[src/rtl/mem_port_arbiter.sv]
// Shares one memory port between an instruction-fetch and a data requester.
// Data wins by default; fetch is forced through after MAX_STARVE data grants in a row.
module mem_port_arbiter #(
    parameter int ADDR_W     = 64,
    parameter int DATA_W     = 64,
    parameter int MAX_STARVE = 3,
    parameter int TIMEOUT    = 15
) (
    input  logic              clk,
    input  logic              reset,
    input  logic              i_req,
    input  logic [ADDR_W-1:0] i_addr,
    output logic              i_done,
    output logic [31:0]       i_rdata,
    input  logic              d_req,
    input  logic              d_we,
    input  logic [ADDR_W-1:0] d_addr,
    input  logic [DATA_W-1:0] d_wdata,
    output logic              d_done,
    output logic [DATA_W-1:0] d_rdata,
    output logic              i_stall,
    output logic              d_stall,
    output logic              mem_req,
    output logic              mem_we,
    output logic [ADDR_W-1:0] mem_addr,
    output logic [DATA_W-1:0] mem_wdata,
    input  logic              mem_ack,
    input  logic [DATA_W-1:0] mem_rdata,
    output logic              err,
    output logic              err_sticky,
    output logic [2:0]        dbg_state
);
    // Handshake: a requester raises req with stable fields and holds them until the
    // cycle its done is 1; memory completes a command by raising mem_ack while mem_req=1.
    typedef enum logic [2:0] {IDLE, BUSY_I, BUSY_D, RESP_I, RESP_D} state_e;

    localparam int SW = $clog2(MAX_STARVE + 1);
    localparam int BW = $clog2(TIMEOUT + 1);

    state_e            state_q, state_d;
    logic [SW-1:0]     starve_q, starve_d;
    logic [BW-1:0]     busy_q, busy_d;
    logic              mem_req_q, mem_req_d;
    logic              mem_we_q, mem_we_d;
    logic [ADDR_W-1:0] mem_addr_q, mem_addr_d;
    logic [DATA_W-1:0] mem_wdata_q, mem_wdata_d;
    logic              i_done_q, i_done_d;
    logic              d_done_q, d_done_d;
    logic [31:0]       i_rdata_q, i_rdata_d;
    logic [DATA_W-1:0] d_rdata_q, d_rdata_d;
    logic              err_q, err_d;
    logic              err_sticky_q, err_sticky_d;
    logic              grant_i, grant_d, timeout, in_busy;

    always_ff @(posedge clk or negedge reset) begin
        if (!reset) begin
            state_q      <= IDLE;
            starve_q     <= '0;
            busy_q       <= '0;
            mem_req_q    <= 1'b0;
            mem_we_q     <= 1'b0;
            mem_addr_q   <= '0;
            mem_wdata_q  <= '0;
            i_done_q     <= 1'b0;
            d_done_q     <= 1'b0;
            i_rdata_q    <= '0;
            d_rdata_q    <= '0;
            err_q        <= 1'b0;
            err_sticky_q <= 1'b0;
        end else begin
            state_q      <= state_d;
            starve_q     <= starve_d;
            busy_q       <= busy_d;
            mem_req_q    <= mem_req_d;
            mem_we_q     <= mem_we_d;
            mem_addr_q   <= mem_addr_d;
            mem_wdata_q  <= mem_wdata_d;
            i_done_q     <= i_done_d;
            d_done_q     <= d_done_d;
            i_rdata_q    <= i_rdata_d;
            d_rdata_q    <= d_rdata_d;
            err_q        <= err_d;
            err_sticky_q <= err_sticky_d;
        end
    end

    assign in_busy = (state_q == BUSY_I) || (state_q == BUSY_D);

    always_comb begin
        state_d = state_q;
        grant_i = 1'b0;
        grant_d = 1'b0;
        timeout = 1'b0;
        unique case (state_q)
            IDLE: begin
                if (d_req && (!i_req || starve_q < SW'(MAX_STARVE))) begin
                    state_d = BUSY_D;
                    grant_d = 1'b1;
                end else if (i_req) begin
                    state_d = BUSY_I;
                    grant_i = 1'b1;
                end
            end
            BUSY_I, BUSY_D: begin
                // An ack arriving on the timeout edge still completes normally.
                if (mem_ack) begin
                    state_d = (state_q == BUSY_I) ? RESP_I : RESP_D;
                end else if (busy_q == BW'(TIMEOUT - 1)) begin
                    state_d = (state_q == BUSY_I) ? RESP_I : RESP_D;
                    timeout = 1'b1;
                end
            end
            default: state_d = IDLE;
        endcase
    end

    always_comb begin
        starve_d     = starve_q;
        busy_d       = busy_q;
        mem_req_d    = mem_req_q;
        mem_we_d     = mem_we_q;
        mem_addr_d   = mem_addr_q;
        mem_wdata_d  = mem_wdata_q;
        i_rdata_d    = i_rdata_q;
        d_rdata_d    = d_rdata_q;
        i_done_d     = (state_d == RESP_I);
        d_done_d     = (state_d == RESP_D);
        err_d        = timeout;
        err_sticky_d = err_sticky_q | timeout;
        if (grant_d) begin
            mem_req_d   = 1'b1;
            mem_we_d    = d_we;
            mem_addr_d  = d_addr;
            mem_wdata_d = d_wdata;
            busy_d      = '0;
            if (!i_req)
                starve_d = '0;
            else if (starve_q != SW'(MAX_STARVE))
                starve_d = starve_q + SW'(1);
        end
        if (grant_i) begin
            mem_req_d   = 1'b1;
            mem_we_d    = 1'b0;
            mem_addr_d  = i_addr;
            mem_wdata_d = '0;
            busy_d      = '0;
            starve_d    = '0;
        end
        if (in_busy) begin
            if (!mem_ack)
                busy_d = busy_q + BW'(1);
            if (state_d != state_q)
                mem_req_d = 1'b0;
            if (mem_ack && state_q == BUSY_I)
                i_rdata_d = mem_rdata[31:0];
            if (mem_ack && state_q == BUSY_D)
                d_rdata_d = mem_rdata;
        end
    end

    assign i_stall    = i_req & ~i_done_q;
    assign d_stall    = d_req & ~d_done_q;
    assign mem_req    = mem_req_q;
    assign mem_we     = mem_we_q;
    assign mem_addr   = mem_addr_q;
    assign mem_wdata  = mem_wdata_q;
    assign i_done     = i_done_q;
    assign d_done     = d_done_q;
    assign i_rdata    = i_rdata_q;
    assign d_rdata    = d_rdata_q;
    assign err        = err_q;
    assign err_sticky = err_sticky_q;
    assign dbg_state  = state_q;

endmodule

[config.mk]
export PLATFORM = sky130hd
export DESIGN_NAME = mem_port_arbiter
export DESIGN_NICKNAME = d
export VERILOG_FILES = /design/src/rtl/mem_port_arbiter.sv
export SDC_FILE = /design/constraint.sdc
export NUM_CORES = 1
export LEC_CHECK = 0
export ABC_AREA = 1
export CAP_MARGIN = 20
export CORE_AREA = 2 2 193 195
export CTS_CLUSTER_DIAMETER = 150
export DETAILED_ROUTE_END_ITERATION = 6
export DIE_AREA = 0 0 195 197
export GPL_TIMING_DRIVEN = 0
export HOLD_SLACK_MARGIN = 0.03
export PLACE_DENSITY = 0.6
export SKIP_LAST_GASP = 1
export SLEW_MARGIN = 40
export SYNTH_ARGS = -nofsm -noshare
export SYNTH_HDL_FRONTEND = slang
export SYNTH_SLANG_ARGS = --single-unit
[constraint.sdc]
create_clock -name clk -period 2.15 [get_ports clk]
set_input_delay 0.3225 -clock clk [delete_from_list [all_inputs] [get_ports clk]]
set_output_delay 0.3225 -clock clk [all_outputs]
set_load 0.05 [all_outputs]
==> results.json, run 1 <==
{
  "status": "complete, no violations",
  "finClkSkew_ns": 0.01040,
  "worst_slack_ns": 0.05883,
  "synth.avg_cell_area_um2": 12.01,
  "place_ws_ns": -0.5916,
  "drv_slew": 0,
  "clk_path_buf_depth": 3,
  "vias_per_cell": 4.564,
  "cts_tree": "built",
  "hold_viol": 0,
  "route.detailed.drc": 0,
  "vias": 8234,
  "insertion_delay_ns": 0.54,
  "antenna_found_initial": 1,
  "synthCells": 787,
  "wl_per_cell_um": 19.18,
  "cts_max_level": 1,
  "cts_buffers": 28,
  "core_area_mm2": 0.03626,
  "layout-drive-gt1-share_pct": 13.71,
  "switching_share_pct": 47.92,
  "period_needed_ns": 2.091,
  "first_iter_violations": 264,
  "finish.utilization_pct": 44.34,
  "grt.overflow.total": 0,
  "internal_power_mw": 15.53,
  "required_ns": 1.83,
  "die_area_mm2": 0.03842,
  "crit_arrival_ns": 1.77,
  "fmax_ghz": 0.4782,
  "io_pins": 497,
  "hpwl_um": 26440,
  "p_comb_share_pct": 57.2,
  "drtAntennaViolNets": 0,
  "die_w_um": 195,
  "path_cells": "clkdlybuf4s50_1",
  "pwr-share-clk_pct": 16.7,
  "crit_buf_inv": 1,
  "endpoint_kind": "output port",
  "hold_ws_ns": 0.3262,
  "die-height_um": 197,
  "finalSetupViolCount": 0,
  "period_share_pct": 97.26,
  "stdcell_count": 1804,
  "post-place-cells": 1754,
  "p_seq_share_pct": 26.1,
  "grt_pass1_wl_um": 52360,
  "ctsRootBufferMaster": "clkbuf_16",
  "r2r_slack_ns": 0.15,
  "switching_power_mw": 14.29,
  "relSlewSlack_pct": 54.90,
  "area_growth_pct": 70.14,
  "clock-sinks": 239,
  "syn_nets": 1052,
  "rsz0062_at_grt": "false",
  "synth_area_mm2": 0.009449,
  "critPathLaunchType": "register",
  "yosys_register_bits": 239,
  "rr_endpoint": "mem_addr[47]",
  "rr_worst_depth": 8,
  "power.leakage_nw": 6.786,
  "grt_max_degree": 70,
  "worstMarginPinSlew_ns": 0.6764,
  "synthDistinctLibCells": 22,
  "hold_class": "primary input to async pin",
  "maxCapViolations": 0,
  "cpPeakStageDelay_ns": 0.84,
  "timing.rr.start": "starve_q[0]",
  "ir_drop_uv": 799.2,
  "firstDrtPassIters": 4,
  "crit_type": "register to output port",
  "cp_max_fo": 2,
  "finalNetCount": 1583,
  "crit_slowest_cell": "clkdlybuf4s50_1",
  "rows": 70,
  "drt_wl_total_um": 34600,
  "critPathTopFamily": "buffers and inverters",
  "start_util_pct": 26.06,
  "gp_congestion": 0.8050,
  "synth_seq_area_share_pct": 63.29,
  "grt_pass1_vias": 8742,
  "yosysWarningCount": 0,
  "path_clk_slew_ns": 0.06,
  "p_per_area_mw_per_mm2": 1854,
  "grt_use_total_pct": 17.49,
  "placement.io_buffers": 496
}
[cells by family (layout without fill, tap and decap cells)]
logic type                 Yosys count  after routing  synth area share (%)
other                                0              1                     0
buffers and inverters               77            625                 3.668
muxes                               94             94                 11.20
and+or+nand+nor                    167            167                 6.965
DFF                                239            239                 63.29
AOI/OAI and AO/OA                  207            207                 14.47
adders and majority gates            3              3                0.3973
[sequential cells by signal, indices dropped and copies added (netlist names), 2 cells and up]
| register | count |
|---|---|
| starve_q | 2 |
| mem_wdata | 64 |
| busy_q | 4 |
| mem_addr | 64 |
| d_rdata | 64 |
| i_rdata | 32 |
| dbg_state | 3 |
[worst max-delay path by stage]
stage            startpoint             to  slack [ns]  depth (start not counted)
2_1_floorplan  dbg_state[0]    d_rdata[14]        0.31                          6
3_3_place_gp          reset  mem_wdata[44]      -10.02                          1
3_5_place_dp          i_req   mem_addr[34]       -0.59                          8
4_1_cts        mem_wdata[6]   mem_wdata[6]        0.01                          1
5_1_grt         starve_q[0]   mem_addr[57]       0.001                          8
6_report       mem_wdata[6]   mem_wdata[6]        0.06                          1
[cells in the mapped netlist (all sizes together)]
cell type / n / share of area [%]
a21oi: 4 / 0.21
and2: 1 / 0.066
inv: 18 / 0.72
dfrtp: 239 / 63
ha: 3 / 0.40
o21ai: 137 / 7.3
nor2: 72 / 2.9
a32o: 65 / 6.9
nor3: 1 / 0.17
o21a: 1 / 0.079
buf: 35 / 2.0
nand3: 7 / 0.37
clkbuf: 24 / 0.95
nand2: 83 / 3.3
mux2: 94 / 11
nand4: 1 / 0.066
or2: 2 / 0.13
[final cells by class]
class                           instances  area (um2)
Sequential cell                       239        5981
Clock inverter                         10       190.2
Clock buffer                           37       764.5
Buffer                                 59       281.5
Antenna cell                            1       2.502
Multi-Input combinational cell        471        3143
Tap cell                              468       585.6
Inverter                               18       67.56
Fill cell                            3462       20180
Timing Repair Buffer                  501        5061
[worst register-to-register path: stages (launching register included)]
cell and delay (ns):
dfrtp_1 0.40, ha_1 0.24, a21oi_4 0.28, nor2_2 0.14, inv_2 0.07, buf_2 0.29
buf_2 0.30, nor2_1 0.07, o21ai_1 0.14
[power by group through the flow]
stage,Clock (mW),Sequential (mW),Combinational (mW)
3_5_place_dp,0,7.84,17.2
3_3_place_gp,0,7.79,17.1
6_report,4.97,7.78,17.1
5_1_grt,5.33,8.06,17.8
2_1_floorplan,0,15.0,3.60
4_1_cts,5.15,7.79,17.2
[through the flow]
stage / TNS [ns] / instance area, um2 / power [mW]
3_3_place_gp: -2428.88 / 15000 / 24.90
2_1_floorplan: 0 / 9449 / 18.57
6_report: 0 / 16080 / 29.81
3_5_place_dp: -46.32 / 15090 / 25.07
4_1_cts: 0 / 16070 / 30.19
5_1_grt: 0 / 16080 / 31.23
[placed cells by master, fill, tap and decap left out, drive strengths merged]
cell type	netlist	routed
o21ai	137	137
buf	35	39
clkinv	0	5
dlymetal6s2s	0	3
inv	18	18
nand2	83	83
bufinv	0	5
ha	3	3
a21oi	4	4
mux2	94	94
diode	0	1
or2	2	2
and2	1	1
dlygate4sd2	0	9
clkbuf	24	63
nand3	7	7
nor2	72	72
a32o	65	65
dfrtp	239	239
nor3	1	1
clkdlybuf4s50	0	482
dlygate4sd3	0	1
o21a	1	1
nand4	1	1
[per-layer routing]
layer	vias up	track usage, %	wire length, um
met4	0	6.022	1032
met2	324	31.23	17580
met3	57	4.500	2550
met5	-	0	0
met1	4000	20.35	13430
li1	3853	-	-
[timing repair]
item / 4_1_cts / 5_1_grt
hold buffers: 1 / 0
hold endpoints to repair: 55 / 0
setup endpoints to repair: 78 / 49
pin swaps: 1 / 0
resized for setup: 13 / 7
setup buffers: 1 / 0
Power figures use the tool's default switching activity.
==> run 2: changes to the inputs <==
--- a/config.mk
+++ b/config.mk
@@ -8,7 +8,6 @@
 export ABC_AREA = 1
 export CAP_MARGIN = 20
 export CORE_AREA = 2 2 193 195
-export CTS_CLUSTER_DIAMETER = 150
 export DETAILED_ROUTE_END_ITERATION = 6
 export DIE_AREA = 0 0 195 197
 export GPL_TIMING_DRIVEN = 0
==> constraint.sdc (replaced) <==
create_clock -name clk -period 2.15 [get_ports clk]
set_input_delay 0.645 -clock clk [delete_from_list [all_inputs] [get_ports clk]]
set_output_delay 0.645 -clock clk [all_outputs]
set_load 0.05 [all_outputs]
==> run 2 against run 1 <==
Compared with the run above:
- cell area shrank 1.5%
- clock skew shrank 0.00072 ns
- fmax decreased by 0.52%
- sequential power down 0.8%
- sequential share of layout area increased by 0.58 points
- core utilization fell by 0.68 points
- die area unchanged
- non-clock buffer count unchanged
- register-to-register slack barely moved
- final cell count about the same
==> results.json, run 2 (synthesis gave the netlist of run 1 again) <==
{
  "drtAntennaViolNets": 0,
  "cts_max_level": 1,
  "post-place-cells": 1754,
  "path_cells": "dlygate4sd2_1",
  "grt_use_total_pct": 17.53,
  "fillers": 3549,
  "critPathTopFamily": "buffers and inverters",
  "insertion_delay_ns": 0.54,
  "die_w_um": 195,
  "area_growth_pct": 67.54,
  "vias": 8260,
  "worstMarginPinSlew_ns": 0.6577,
  "cts_tree": "built",
  "placement.io_buffers": 496,
  "firstDrtPassIters": 5,
  "clk_path_buf_depth": 3,
  "period_share_pct": 97.78,
  "io_pins": 497,
  "hold_class": "register to register",
  "stdcell_count": 1805,
  "rsz0062_at_grt": "false",
  "grt.overflow.total": 0,
  "place_ws_ns": -0.9141,
  "finalNetCount": 1583,
  "die_area_mm2": 0.03842,
  "grt_pass1_wl_um": 52380,
  "period_needed_ns": 2.102,
  "drt_wl_total_um": 34660,
  "route.detailed.drc": 0,
  "finalSetupViolCount": 0,
  "crit_slowest_cell": "dlygate4sd2_1",
  "crit_arrival_ns": 1.46,
  "crit_buf_inv": 1,
  "crit_type": "register to output port",
  "drv_slew": 0,
  "p_per_area_mw_per_mm2": 1797,
  "gp_congestion": 0.8050,
  "status": "complete, no violations",
  "cp_max_fo": 2,
  "path_clk_slew_ns": 0.06,
  "relSlewSlack_pct": 56.15,
  "finClkSkew_ns": 0.009678,
  "clock-sinks": 239,
  "vias_per_cell": 4.576,
  "maxCapViolations": 0,
  "ctsRootBufferMaster": "clkbuf_16",
  "fmax_ghz": 0.4757,
  "cpPeakStageDelay_ns": 0.57,
  "power_mw": 28.45,
  "endpoint_kind": "output port",
  "final_cell_mix": "clkdlybuf4s50_1 (258), dfrtp_1 (239), dlygate4sd2_1 (176)",
  "core_area_mm2": 0.03626,
  "grt_pass1_vias": 8761,
  "die-height_um": 197,
  "worst_slack_ns": 0.04781,
  "grt_max_degree": 70,
  "critPathLaunchType": "register",
  "layout-drive-gt1-share_pct": 15.66,
  "hpwl_um": 26440,
  "wl_per_cell_um": 19.20,
  "power.leakage_nw": 7.173,
  "ir_drop_uv": 769.0,
  "start_util_pct": 26.06,
  "antenna_found_initial": 2,
  "finalSetupTns_ns": 0,
  "first_iter_violations": 260,
  "cts_buffers": 28,
  "hold_viol": 0,
  "required_ns": 1.50,
  "rows": 70,
  "final_common_cell": "clkdlybuf4s50_1"
}
-- run 2: timing repair --
| action | CTS | global route |
|---|---|---|
| hold endpoints to repair | 17 | 0 |
| setup endpoints to repair | 315 | 102 |
| pin swaps | 1 | 0 |
| gates resized for setup | 287 | 51 |
| buffers inserted | 1 | 0 |
| hold buffers | 1 | 0 |
-- run 2: layout make-up --
| class | instances | area [um2] | area share, % |
|---|---|---|---|
| Buffer | 59 | 286.5 | 1.810 |
| Tap cell | 468 | 585.6 | 3.699 |
| Sequential cell | 239 | 5981 | 37.78 |
| Inverter | 18 | 67.56 | 0.4268 |
| Antenna cell | 2 | 5.005 | 0.03161 |
| Clock buffer | 37 | 764.5 | 4.829 |
| Multi-Input combinational cell | 471 | 3143 | 19.85 |
| Clock inverter | 10 | 190.2 | 1.201 |
| Timing Repair Buffer | 501 | 4808 | 30.37 |
-- run 2: power by group --
part,internal (mW),switching (mW)
sequential,6.62,1.10
combinational,4.51,11.2
clock,3.08,1.90
-- run 2: worst paths after layout --
| check | start | cells past startpoint | to | slack (ns) |
|---|---|---|---|---|
| max reg2reg | starve_q[0] | 8 | mem_addr[45] | 0.16 |
| max | mem_addr[1] | 1 | mem_addr[1] | 0.05 |
| max in group asynchronous | reset | 4 | mem_wdata[32] | 0.45 |
| min in group asynchronous | reset | 2 | d_rdata[38] | 0.64 |
| min reg2reg | err_sticky | 1 | err_sticky | 0.48 |
| min | err_sticky | 1 | err_sticky | 0.48 |
-- run 2: through the flow --
stage          hold slack, ns  utilization (%)  instance area [um2]
2_1_floorplan          0.3494                -                 9449
5_1_grt                0.4970            43.66                15830
4_1_cts                0.4709            43.64                15820
3_5_place_dp           0.4616            41.61                15090
6_report               0.4756            43.66                15830
3_3_place_gp           0.4620            41.37                15000
-- run 2: metal layers --
metal  track usage (%)  vias up  share of wire (%)
li1                  -     3862                  -
met1             20.28     4008                 39
met2             31.42      331                 51
met3             4.466       59                7.2
met4             6.163        0                3.0
met5                 0        -                  0
==> run 3: changes to the inputs <==
--- a/config.mk
+++ b/config.mk
@@ -6,12 +6,13 @@
 export NUM_CORES = 1
 export LEC_CHECK = 0
 export ABC_AREA = 1
+export ABC_CLOCK_PERIOD_IN_PS = 2150
 export CAP_MARGIN = 20
 export CORE_AREA = 2 2 193 195
 export DETAILED_ROUTE_END_ITERATION = 6
 export DIE_AREA = 0 0 195 197
 export GPL_TIMING_DRIVEN = 0
-export HOLD_SLACK_MARGIN = 0.03
+export HOLD_SLACK_MARGIN = 0.05
 export PLACE_DENSITY = 0.6
 export SKIP_LAST_GASP = 1
 export SLEW_MARGIN = 40
==> constraint.sdc (replaced) <==
create_clock -name clk -period 2.15 [get_ports clk]
set_input_delay 0.3225 -clock clk [delete_from_list [all_inputs] [get_ports clk]]
set_output_delay 0.3225 -clock clk [all_outputs]
set_load 0.05 [all_outputs]
==> results of run 3 <==
Same layout as run 1: the final DEF is identical, and so are final timing and power.
